--- src/rtl/tof_udp_length_deframer_pkg.sv ---
// Shared types and constants for the length-prefixed UDP deframer.
package tof_udp_length_deframer_pkg;

  typedef enum logic [1:0] {
    ST_IDLE = 2'd0,
    ST_PASS = 2'd1,
    ST_DROP = 2'd2
  } state_e;

  localparam int DEF_MAX_LENGTH_BITS = 11;
  localparam int MIN_LENGTH_BYTES    = 4;
  localparam int DATA_W              = 16;
  localparam int SKID_W              = DATA_W + 2;

  function automatic logic [7:0] sat_inc8(input logic [7:0] v, input logic en);
    return (en && (v != 8'hFF)) ? v + 8'd1 : v;
  endfunction

endpackage

--- src/rtl/tof_axis_skid_buffer.sv ---
// Registered two-entry skid buffer; input ready depends only on local state.
module tof_axis_skid_buffer
  import tof_udp_length_deframer_pkg::*;
#(
  parameter int WIDTH = SKID_W
) (
  input  logic             clk,
  input  logic             rst,
  input  logic             s_valid,
  output logic             s_ready,
  input  logic [WIDTH-1:0] s_data,
  output logic             m_valid,
  input  logic             m_ready,
  output logic [WIDTH-1:0] m_data
);

  logic             m_valid_q, m_valid_d;
  logic [WIDTH-1:0] m_data_q, m_data_d;
  logic             skid_valid_q, skid_valid_d;
  logic [WIDTH-1:0] skid_data_q, skid_data_d;
  logic             s_fire, out_free;

  assign s_ready  = !skid_valid_q;
  assign s_fire   = s_valid && s_ready;
  assign out_free = !m_valid_q || m_ready;
  assign m_valid  = m_valid_q;
  assign m_data   = m_data_q;

  always_comb begin
    m_valid_d    = m_valid_q;
    m_data_d     = m_data_q;
    skid_valid_d = skid_valid_q;
    skid_data_d  = skid_data_q;
    if (out_free) begin
      // Skid entry is older than anything arriving now, so it drains first.
      if (skid_valid_q) begin
        m_valid_d    = 1'b1;
        m_data_d     = skid_data_q;
        skid_valid_d = 1'b0;
      end else if (s_fire) begin
        m_valid_d = 1'b1;
        m_data_d  = s_data;
      end else begin
        m_valid_d = 1'b0;
      end
    end else if (s_fire) begin
      skid_valid_d = 1'b1;
      skid_data_d  = s_data;
    end
  end

  always_ff @(posedge clk) begin
    if (rst) begin
      m_valid_q    <= 1'b0;
      m_data_q     <= '0;
      skid_valid_q <= 1'b0;
    end else begin
      m_valid_q    <= m_valid_d;
      m_data_q     <= m_data_d;
      skid_valid_q <= skid_valid_d;
    end
  end

  always_ff @(posedge clk) begin
    skid_data_q <= skid_data_d;
  end

endmodule

--- src/rtl/tof_udp_length_deframer.sv ---
// Strips a byte-length header word and regenerates tlast from it, counting malformed packets.
module tof_udp_length_deframer
  import tof_udp_length_deframer_pkg::*;
#(
  parameter int MAX_LENGTH_BITS = DEF_MAX_LENGTH_BITS
) (
  input  logic                s_axis_aclk,
  input  logic                s_axis_areset,
  input  logic [DATA_W-1:0]   s_axis_tdata,
  input  logic                s_axis_tvalid,
  output logic                s_axis_tready,
  input  logic                s_axis_tuser,
  input  logic                s_axis_tlast,
  output logic [DATA_W-1:0]   m_axis_tdata,
  output logic                m_axis_tvalid,
  input  logic                m_axis_tready,
  output logic                m_axis_tuser,
  output logic                m_axis_tlast,
  output logic [7:0]          err_length_count,
  output logic [7:0]          err_framing_count
);

  // One extra bit so the full 2^MAX_LENGTH_BITS word count is representable.
  localparam int          REM_W     = MAX_LENGTH_BITS + 1;
  localparam logic [31:0] MAX_BYTES = 32'(2) << MAX_LENGTH_BITS;

  state_e           state_q, state_d;
  logic [REM_W-1:0] remaining_q, remaining_d;
  logic             first_q, first_d;
  logic [7:0]       err_len_q, err_len_d;
  logic [7:0]       err_frm_q, err_frm_d;

  logic              in_fire, len_legal, last_word, out_last;
  logic              len_evt, frm_evt;
  logic              skid_in_valid, skid_in_ready;
  logic [SKID_W-1:0] skid_in_data, skid_out_data;
  logic [31:0]       hdr_len;

  assign hdr_len   = 32'(s_axis_tdata);
  assign len_legal = !s_axis_tdata[0] && (hdr_len >= 32'(MIN_LENGTH_BYTES)) &&
                     (hdr_len <= MAX_BYTES);
  assign last_word = (remaining_q == REM_W'(1));
  assign out_last  = last_word || s_axis_tlast;

  assign s_axis_tready = !s_axis_areset && ((state_q == ST_PASS) ? skid_in_ready : 1'b1);
  assign in_fire       = s_axis_tvalid && s_axis_tready;
  assign skid_in_valid = s_axis_tvalid && !s_axis_areset && (state_q == ST_PASS);
  assign skid_in_data  = {first_q, out_last, s_axis_tdata};

  always_comb begin
    state_d     = state_q;
    remaining_d = remaining_q;
    first_d     = first_q;
    len_evt     = 1'b0;
    frm_evt     = 1'b0;
    case (state_q)
      ST_IDLE: begin
        if (in_fire) begin
          if (s_axis_tuser) begin
            if (!len_legal) begin
              len_evt = 1'b1;
              if (!s_axis_tlast) state_d = ST_DROP;
            end else if (s_axis_tlast) begin
              frm_evt = 1'b1;
            end else begin
              remaining_d = REM_W'(s_axis_tdata[DATA_W-1:1]);
              first_d     = 1'b1;
              state_d     = ST_PASS;
            end
          end else begin
            frm_evt = 1'b1;
          end
        end
      end
      ST_PASS: begin
        // Input tuser is ignored here: once a header is taken we never resync mid-packet.
        if (in_fire) begin
          remaining_d = remaining_q - REM_W'(1);
          first_d     = 1'b0;
          if (last_word) begin
            if (s_axis_tlast) begin
              state_d = ST_IDLE;
            end else begin
              frm_evt = 1'b1;
              state_d = ST_DROP;
            end
          end else if (s_axis_tlast) begin
            frm_evt = 1'b1;
            state_d = ST_IDLE;
          end
        end
      end
      ST_DROP: begin
        if (in_fire && s_axis_tlast) state_d = ST_IDLE;
      end
      default: state_d = ST_IDLE;
    endcase
    err_len_d = sat_inc8(err_len_q, len_evt);
    err_frm_d = sat_inc8(err_frm_q, frm_evt);
  end

  always_ff @(posedge s_axis_aclk) begin
    if (s_axis_areset) begin
      state_q     <= ST_IDLE;
      remaining_q <= '0;
      first_q     <= 1'b0;
      err_len_q   <= '0;
      err_frm_q   <= '0;
    end else begin
      state_q     <= state_d;
      remaining_q <= remaining_d;
      first_q     <= first_d;
      err_len_q   <= err_len_d;
      err_frm_q   <= err_frm_d;
    end
  end

  tof_axis_skid_buffer #(
    .WIDTH(SKID_W)
  ) u_skid (
    .clk     (s_axis_aclk),
    .rst     (s_axis_areset),
    .s_valid (skid_in_valid),
    .s_ready (skid_in_ready),
    .s_data  (skid_in_data),
    .m_valid (m_axis_tvalid),
    .m_ready (m_axis_tready),
    .m_data  (skid_out_data)
  );

  assign {m_axis_tuser, m_axis_tlast, m_axis_tdata} = skid_out_data;
  assign err_length_count  = err_len_q;
  assign err_framing_count = err_frm_q;

endmodule

--- config.mk ---
export PLATFORM = sky130hd
export DESIGN_NAME = tof_udp_length_deframer
export DESIGN_NICKNAME = d
export VERILOG_FILES = /design/src/rtl/tof_udp_length_deframer_pkg.sv /design/src/rtl/tof_axis_skid_buffer.sv /design/src/rtl/tof_udp_length_deframer.sv
export SDC_FILE = /design/constraint.sdc
export NUM_CORES = 1
export LEC_CHECK = 0
export ABC_AREA = 1
export CELL_PAD_IN_SITES_DETAIL_PLACEMENT = 1
export CELL_PAD_IN_SITES_GLOBAL_PLACEMENT = 1
export CORE_MARGIN = 8
export CORE_UTILIZATION = 32
export CTS_CLUSTER_SIZE = 8
export DETAILED_ROUTE_END_ITERATION = 7
export GPL_TIMING_DRIVEN = 0
export HOLD_SLACK_MARGIN = 0.08
export PLACE_DENSITY_LB_ADDON = 0.1
export SYNTH_ARGS = -nofsm -noshare
export SYNTH_HDL_FRONTEND = slang
export SYNTH_SLANG_ARGS = --single-unit
--- constraint.sdc ---
create_clock -name s_axis_aclk -period 2.5 [get_ports s_axis_aclk]
set_input_delay 0.25 -clock s_axis_aclk [delete_from_list [all_inputs] [get_ports s_axis_aclk]]
set_output_delay 0.25 -clock s_axis_aclk [all_outputs]
set_load 0.02 [all_outputs]
# --- After elaboration in Yosys (flattened, before gate mapping) ---
# Index checks and enable logic that the tools add are counted.
totals:
  ff_bits: 69
  input_bits: 22
  output_inout_bits: 36
  elab_cells: 91
op_classes:
  add_sub_neg: 3
  order_cmp: 2
  n_eq_ne: 12
  muxes: 40
  n_bitwise: 1
  n_reduce_logical: 24
ops:
  columns: ["op", "count"]
  rows:
  - ["$mux 12", 5]
  - ["$mux 18", 2]
  - ["$pmux 12 s2", 1]
  - ["$mux 2", 10]
  - ["$mux 1", 19]
  - ["$add 8x1->8 const B", 2]
  - ["$ge 16x3->1 const B", 1]
  - ["$le 16x13->1 const B", 1]
  - ["$ne 8x8->1 const B", 2]
  - ["$eq 12x1->1 const B", 1]
  - ["$ne 2x2->1 const B", 6]
  - ["$reduce_and 6->1", 2]
  - ["$sub 12x1->12 const B", 1]
  - ["$logic_and 1x1->1", 10]
  - ["$pmux 2 s3", 1]
  - ["$logic_not 1->1", 4]
  - ["$pmux 1 s2", 2]
  - ["$reduce_and 2->1", 2]
  - ["$reduce_bool 2->1", 2]
  - ["$ne 3x3->1 const B", 1]
  - ["$eq 2x1->1 const B", 1]
  - ["$eq 2x2->1 const B", 1]
  - ["$logic_not 2->1", 1]
  - ["$logic_or 1x1->1", 2]
  - ["other kinds (2)", 2]

# --- Logic depth before layout (Yosys ltp) ---
logic_depth:
  word_depth: 8
  depth_mapped: 12
  mapped_depth_nobuf: 12

# --- Modules after synthesis ---
# Synthesis repeated with hierarchy kept, for this count alone.
unflattened:
  hier_cells: 503
  area_unflattened_um2: 3673.5
by_module_without_submodules:
  columns: ["mod", "instances", "cells_each", "area_each_um2"]
  rows:
  - ["tof_udp_length_deframer", 1, 302, 2053.2]
  - ["tof_axis_skid_buffer", 1, 201, 1620.3]

# --- Worst setup path after synthesis ---
# Ideal clock, no wire load.
synth_path:
  kind: "flip-flop to flip-flop"
  start: "reg u_skid.m_valid_q (netlist: u_skid.m_valid)"
  end: "reg u_skid.skid_data_q[0] (enable)"
  setup_ps: 416
  t_arrival_ps: 2100
  required_ps: 2084
  path_slack_ps: -16
  path_stages_with_launch: 4
  cell_sequence: "dfxtp_1 > nand2_1 > buf_1 > nor3_1"
synth_via:
  elab_chain_len: 4
synth_rtl:
  columns: ["item", "line", "source"]
  rows:
  - ["start, declared", "tof_axis_skid_buffer.sv:17", "logic m_valid_q, m_valid_d;"]
  - ["start signal, assigned", "tof_axis_skid_buffer.sv:58", "m_valid_q <= m_valid_d;"]
  - ["$logic_not 1->1", "tof_axis_skid_buffer.sv:25", "assign out_free = !m_valid_q || m_ready;"]
  - ["$logic_or 1x1->1", "tof_axis_skid_buffer.sv:25", null]
  - ["$not 1->1 (no source line)", null, null]
  - ["$reduce_and 2->1 (no source line)", null, null]
  - ["end signal, assigned", "tof_axis_skid_buffer.sv:65", "skid_data_q <= skid_data_d;"]
  - ["end, declared", "tof_axis_skid_buffer.sv:20", "logic [WIDTH-1:0] skid_data_q, skid_data_d;"]
# No other way between the ends.
# A chain may end at the register's enable or synchronous reset.

# --- Worst setup path in the final report ---
layout_path:
  start: "reg remaining_q[8]"
  end: "reg state_q[1]"
layout_via:
  elab_chain_len: 4
  word_cells_on_any_way: 6
  classes_between: "2 x eq/ne; 3 x mux; 1 x reduce/logical"
layout_rtl:
  columns: ["item", "line", "source"]
  rows:
  - ["start, declared", "tof_udp_length_deframer.sv:28", "logic [REM_W-1:0] remaining_q, remaining_d;"]
  - ["start signal, assigned", "tof_udp_length_deframer.sv:111", "remaining_q <= remaining_d;"]
  - ["$eq 12x1->1 (*)", "tof_udp_length_deframer.sv:42", "assign last_word = (remaining_q == REM_W'(1));"]
  - ["$mux 2", "tof_udp_length_deframer.sv:80", "if (last_word) begin"]
  - ["$mux 2", "tof_udp_length_deframer.sv:77", "if (in_fire) begin"]
  - ["$pmux 2 s3", "tof_udp_length_deframer.sv:56", "case (state_q)"]
  - ["end signal, assigned", "tof_udp_length_deframer.sv:110", "state_q <= state_d;"]
  - ["end, declared", "tof_udp_length_deframer.sv:27", "state_e state_q, state_d;"]
# Mark *: on every way between the ends. The rest lies on a longest branch, timed or not. The select of a mux whose other input is x is not followed.

==> flow_summary_export.csv <==
group,metric,value,unit
run_status,outcome,"completed",
sta,fin_crit,2.05,ns
sta,grt_setup_unrepaired,"no",
critical_path,cp.arrival,2.34,ns
detailed_routing,drtPass1Iterations,4,
power,power_density,530,nW/µm²
floorplanning,die-area,14600,µm²
placed_design,place_area,4260,µm²
run,max_cap_viol_count,0,
sta,fmax,489,MHz
sta,maxSlewHeadroom,42.0,%
final_layout,instances_no_fill,662,
logic_synthesis,yosysWarningCount,0,
detailed_routing,routed_wl,10500,µm
final_layout,drive_gt1_share,9.96,%
power,p_leak,1.63,nW
clock_network,clockBufferDepth,2,
critical_path,path_common_cell,"nor2_1",
logic_synthesis,synth_edf_count,18,
detailed_routing,ant_nets,0,
detailed_routing,route.met3.wl,339,µm
logic_synthesis,synth_cell_types,35,
final_layout,fill_cells,1348,
placed_design,routabilityCongestion,0.798,
detailed_routing,drt-initial-drc-count,137,
grt,antenna_found_initial,0,
detailed_routing,vias,3218,
grt,first_global_vias,3340,
placed_design,io_buffers,56,
clock_network,clk_pin_slew,0.08,ns
floorplanning,core,10800,µm²
grt,grt_overflow_total,0,
floorplanning,initial_core_util,32.6,%
critical_path,worstSetupStartpoint,"remaining_q[8]",
placed_design,numPlacedInstances,646,
critical_path,crit_type,"reg2reg",
sta,slew_violations,0,
clock_network,postCtsSetupBuffers,0,
grt,grt_first_pass_wirelength,17300,µm
floorplanning,die_y,121,µm
clock_network,cts.sinks,69,
critical_path,cp_max_fo,5,
detailed_routing,drcViolationCount,0,
sta,period_share,81.9,%
clock_network,post_cts_resized,0,
sta,fin_skew,0.0104,ns
critical_path,worstRegToRegCells,10,
critical_path,critical_path.endpoint,"state_q[1]",
detailed_routing,wl_per_cell,15.8,µm
final_layout,syn2layout_area_growth,27.6,%
detailed_routing,wl_met1,5180,µm
grt,grt_max_degree,19,
logic_synthesis,syn_area,3520,µm²
sta,hold_ws,0.211,ns
critical_path,worstSetupEndpointType,"flip-flop",
sta,worst_slew_pin_slew,0.868,ns
placed_design,hpwl,7890,µm
clock_network,insertion_delay,0.35,ns
clock_network,cts_root_buffer,"clkbuf_8",
clock_network,numCtsBuffers,9,
logic_synthesis,synthCells,450,
clock_network,cts_tree,"built",
critical_path,cpPeakStageDelay,0.35,ns
floorplanning,die_w,121,µm
floorplanning,placementRows,38,
critical_path,cp_cell_sequence,"nor2_1 > nand2_1 > nor2_1 > nand4_1 > ha_1 > o21ai_0 > nand3b_1 > a21oi_1 > o21ai_1 > inv_1",
logic_synthesis,async_flop_share,0,%
logic_synthesis,ys_seq_elements,69,
detailed_routing,wl_met2,4870,µm
critical_path,cp_data_required_time,2.79,ns
floorplanning,ios,58,
logic_synthesis,synthesis.nets,478,
detailed_routing,top_layer,"met4",
clock_network,ctsHtreeMaxLevel,3,
worst_hold_path,hold_class,"in2reg",
final_layout,fin_nets,545,
grt,grt_usage,14.7,%
logic_synthesis,synth_top_flop_cell,"dfxtp_1",
detailed_routing,via_per_inst,4.86,
critical_path,cp_slowest_cell,"dfxtp_1",
critical_path,r2r-start,"remaining_q[8]",
critical_path,rr_endpoint,"state_q[1]",
sta,final.setup.tns,0,ns
logic_synthesis,synth_area_per_cell,7.82,µm²
logic_synthesis,ys_seq_area_share,44.4,%
clock_network,holdBufCountCts,0,
final_layout,utilization,41.6,%
critical_path,timing.reg2reg.setup_slack,0.45,ns
sta,hold_viol_final,0,
final_layout,antenna_cells,0,
power,ir_drop,266,µV
critical_path,startpoint_type,"flip-flop",
final_layout,design_area,4490,µm²
sta,setup_viol,0,
worst min path at each step:
stage	start	to	slack, ns	cells after the start
after global routing	s_axis_areset	err_framing_count[1]	0.20	2
after global placement	first_q	u_skid.skid_data_q[17]	0.45	0
after floorplan	s_axis_tdata[0]	u_skid.skid_data_q[0]	0.35	0
after detailed placement	u_skid.m_data[9]	u_skid.m_data[9]	0.45	2
after CTS	s_axis_areset	err_framing_count[1]	0.19	2
final	s_axis_areset	err_framing_count[1]	0.21	2
placed cells by master, fill, tap and decap left out, types with 5 or more instances in the layout:
| cell | n |
|---|---|
| ha_1 | 6 |
| o21ai_0 | 36 |
| nand3_1 | 39 |
| inv_1 | 38 |
| nor2_1 | 36 |
| dfxtp_1 | 51 |
| clkdlybuf4s50_1 | 56 |
| clkbuf_8 | 9 |
| a21oi_1 | 43 |
| xor2_1 | 11 |
| nand2_2 | 5 |
| nand4_1 | 18 |
| nand2_1 | 95 |
| clkbuf_1 | 9 |
| edfxtp_1 | 18 |
layer usage:
metal	global-route usage, %	vias up
li1	-	1644
met5	0	-
met1	19.2	1533
met3	3.45	6
met4	4.14	0
met2	23.7	35
cells by family after synthesis:
| kind of cell | after synthesis | synth area share [%] |
|---|---|---|
| xor+xnor | 13 | 3.24 |
| flops | 69 | 44.4 |
| simple gates | 208 | 28.4 |
| mux | 3 | 0.960 |
| compound gates | 89 | 13.3 |
| buf+inv | 62 | 7.65 |
| fa+ha+maj | 6 | 2.13 |
report_power, final:
group          internal, mW  switching (mW)
registers              1.15         0.00536
clock network         0.567           0.475
logic                0.0691           0.114
state kept, by name, indices dropped and copies added (netlist names):
name and count:
err_framing_count 8, err_length_count 8, first_q 1, remaining_q 12, state_q 2, u_skid.m_data 18, u_skid.m_valid 1, u_skid.skid_data_q 18
u_skid.skid_valid_q 1
worst max-delay path: cells and delay by family (launching register included):
family                     cells  cell delay, ns
and+or+nand+nor                5            0.77
AOI/OAI and AO/OA              3            0.57
DFF                            1            0.35
adders and majority gates      1            0.27
buffers and inverters          1            0.05
cell usage after synthesis, types with 3 or more instances:
cell / instances / share of area, %
buf_6: 3 / 0.96
inv_1: 38 / 4.1
nor3_1: 3 / 0.43
o21ai_1: 4 / 0.57
mux2_2: 3 / 0.96
edfxtp_1: 18 / 15
nand2_2: 5 / 0.89
a21oi_1: 43 / 6.1
inv_2: 4 / 0.43
o21ai_0: 36 / 5.1
clkbuf_1: 9 / 0.96
nor2_4: 3 / 0.96
nand3_1: 39 / 5.5
nor2_1: 36 / 3.8
ha_1: 6 / 2.1
dfxtp_1: 51 / 29
nand3_4: 4 / 2.0
nand2_1: 95 / 10
nand4_1: 18 / 3.2
xor2_1: 11 / 2.7
through the flow:
step	setup slack (ns)	power, mW
floorplan	0.537	1.28
global placement	-0.173	1.36
detailed placement	-0.209	1.36
finish	0.453	2.38
CTS	0.156	2.42
global route	0.253	2.49
layout make-up:
| type | count | area (µm²) | area share, % |
|---|---|---|---|
| well taps | 140 | 175 | 3.90 |
| flip-flops and latches | 69 | 1560 | 34.8 |
| clock buffers | 9 | 124 | 2.76 |
| plain buffers | 18 | 100 | 2.23 |
| inverters | 44 | 169 | 3.76 |
| repair buffers | 56 | 561 | 12.5 |
| clock inverters | 7 | 98.8 | 2.20 |
| multi-input cells | 319 | 1700 | 37.8 |
Power figures use the tool's default switching activity.
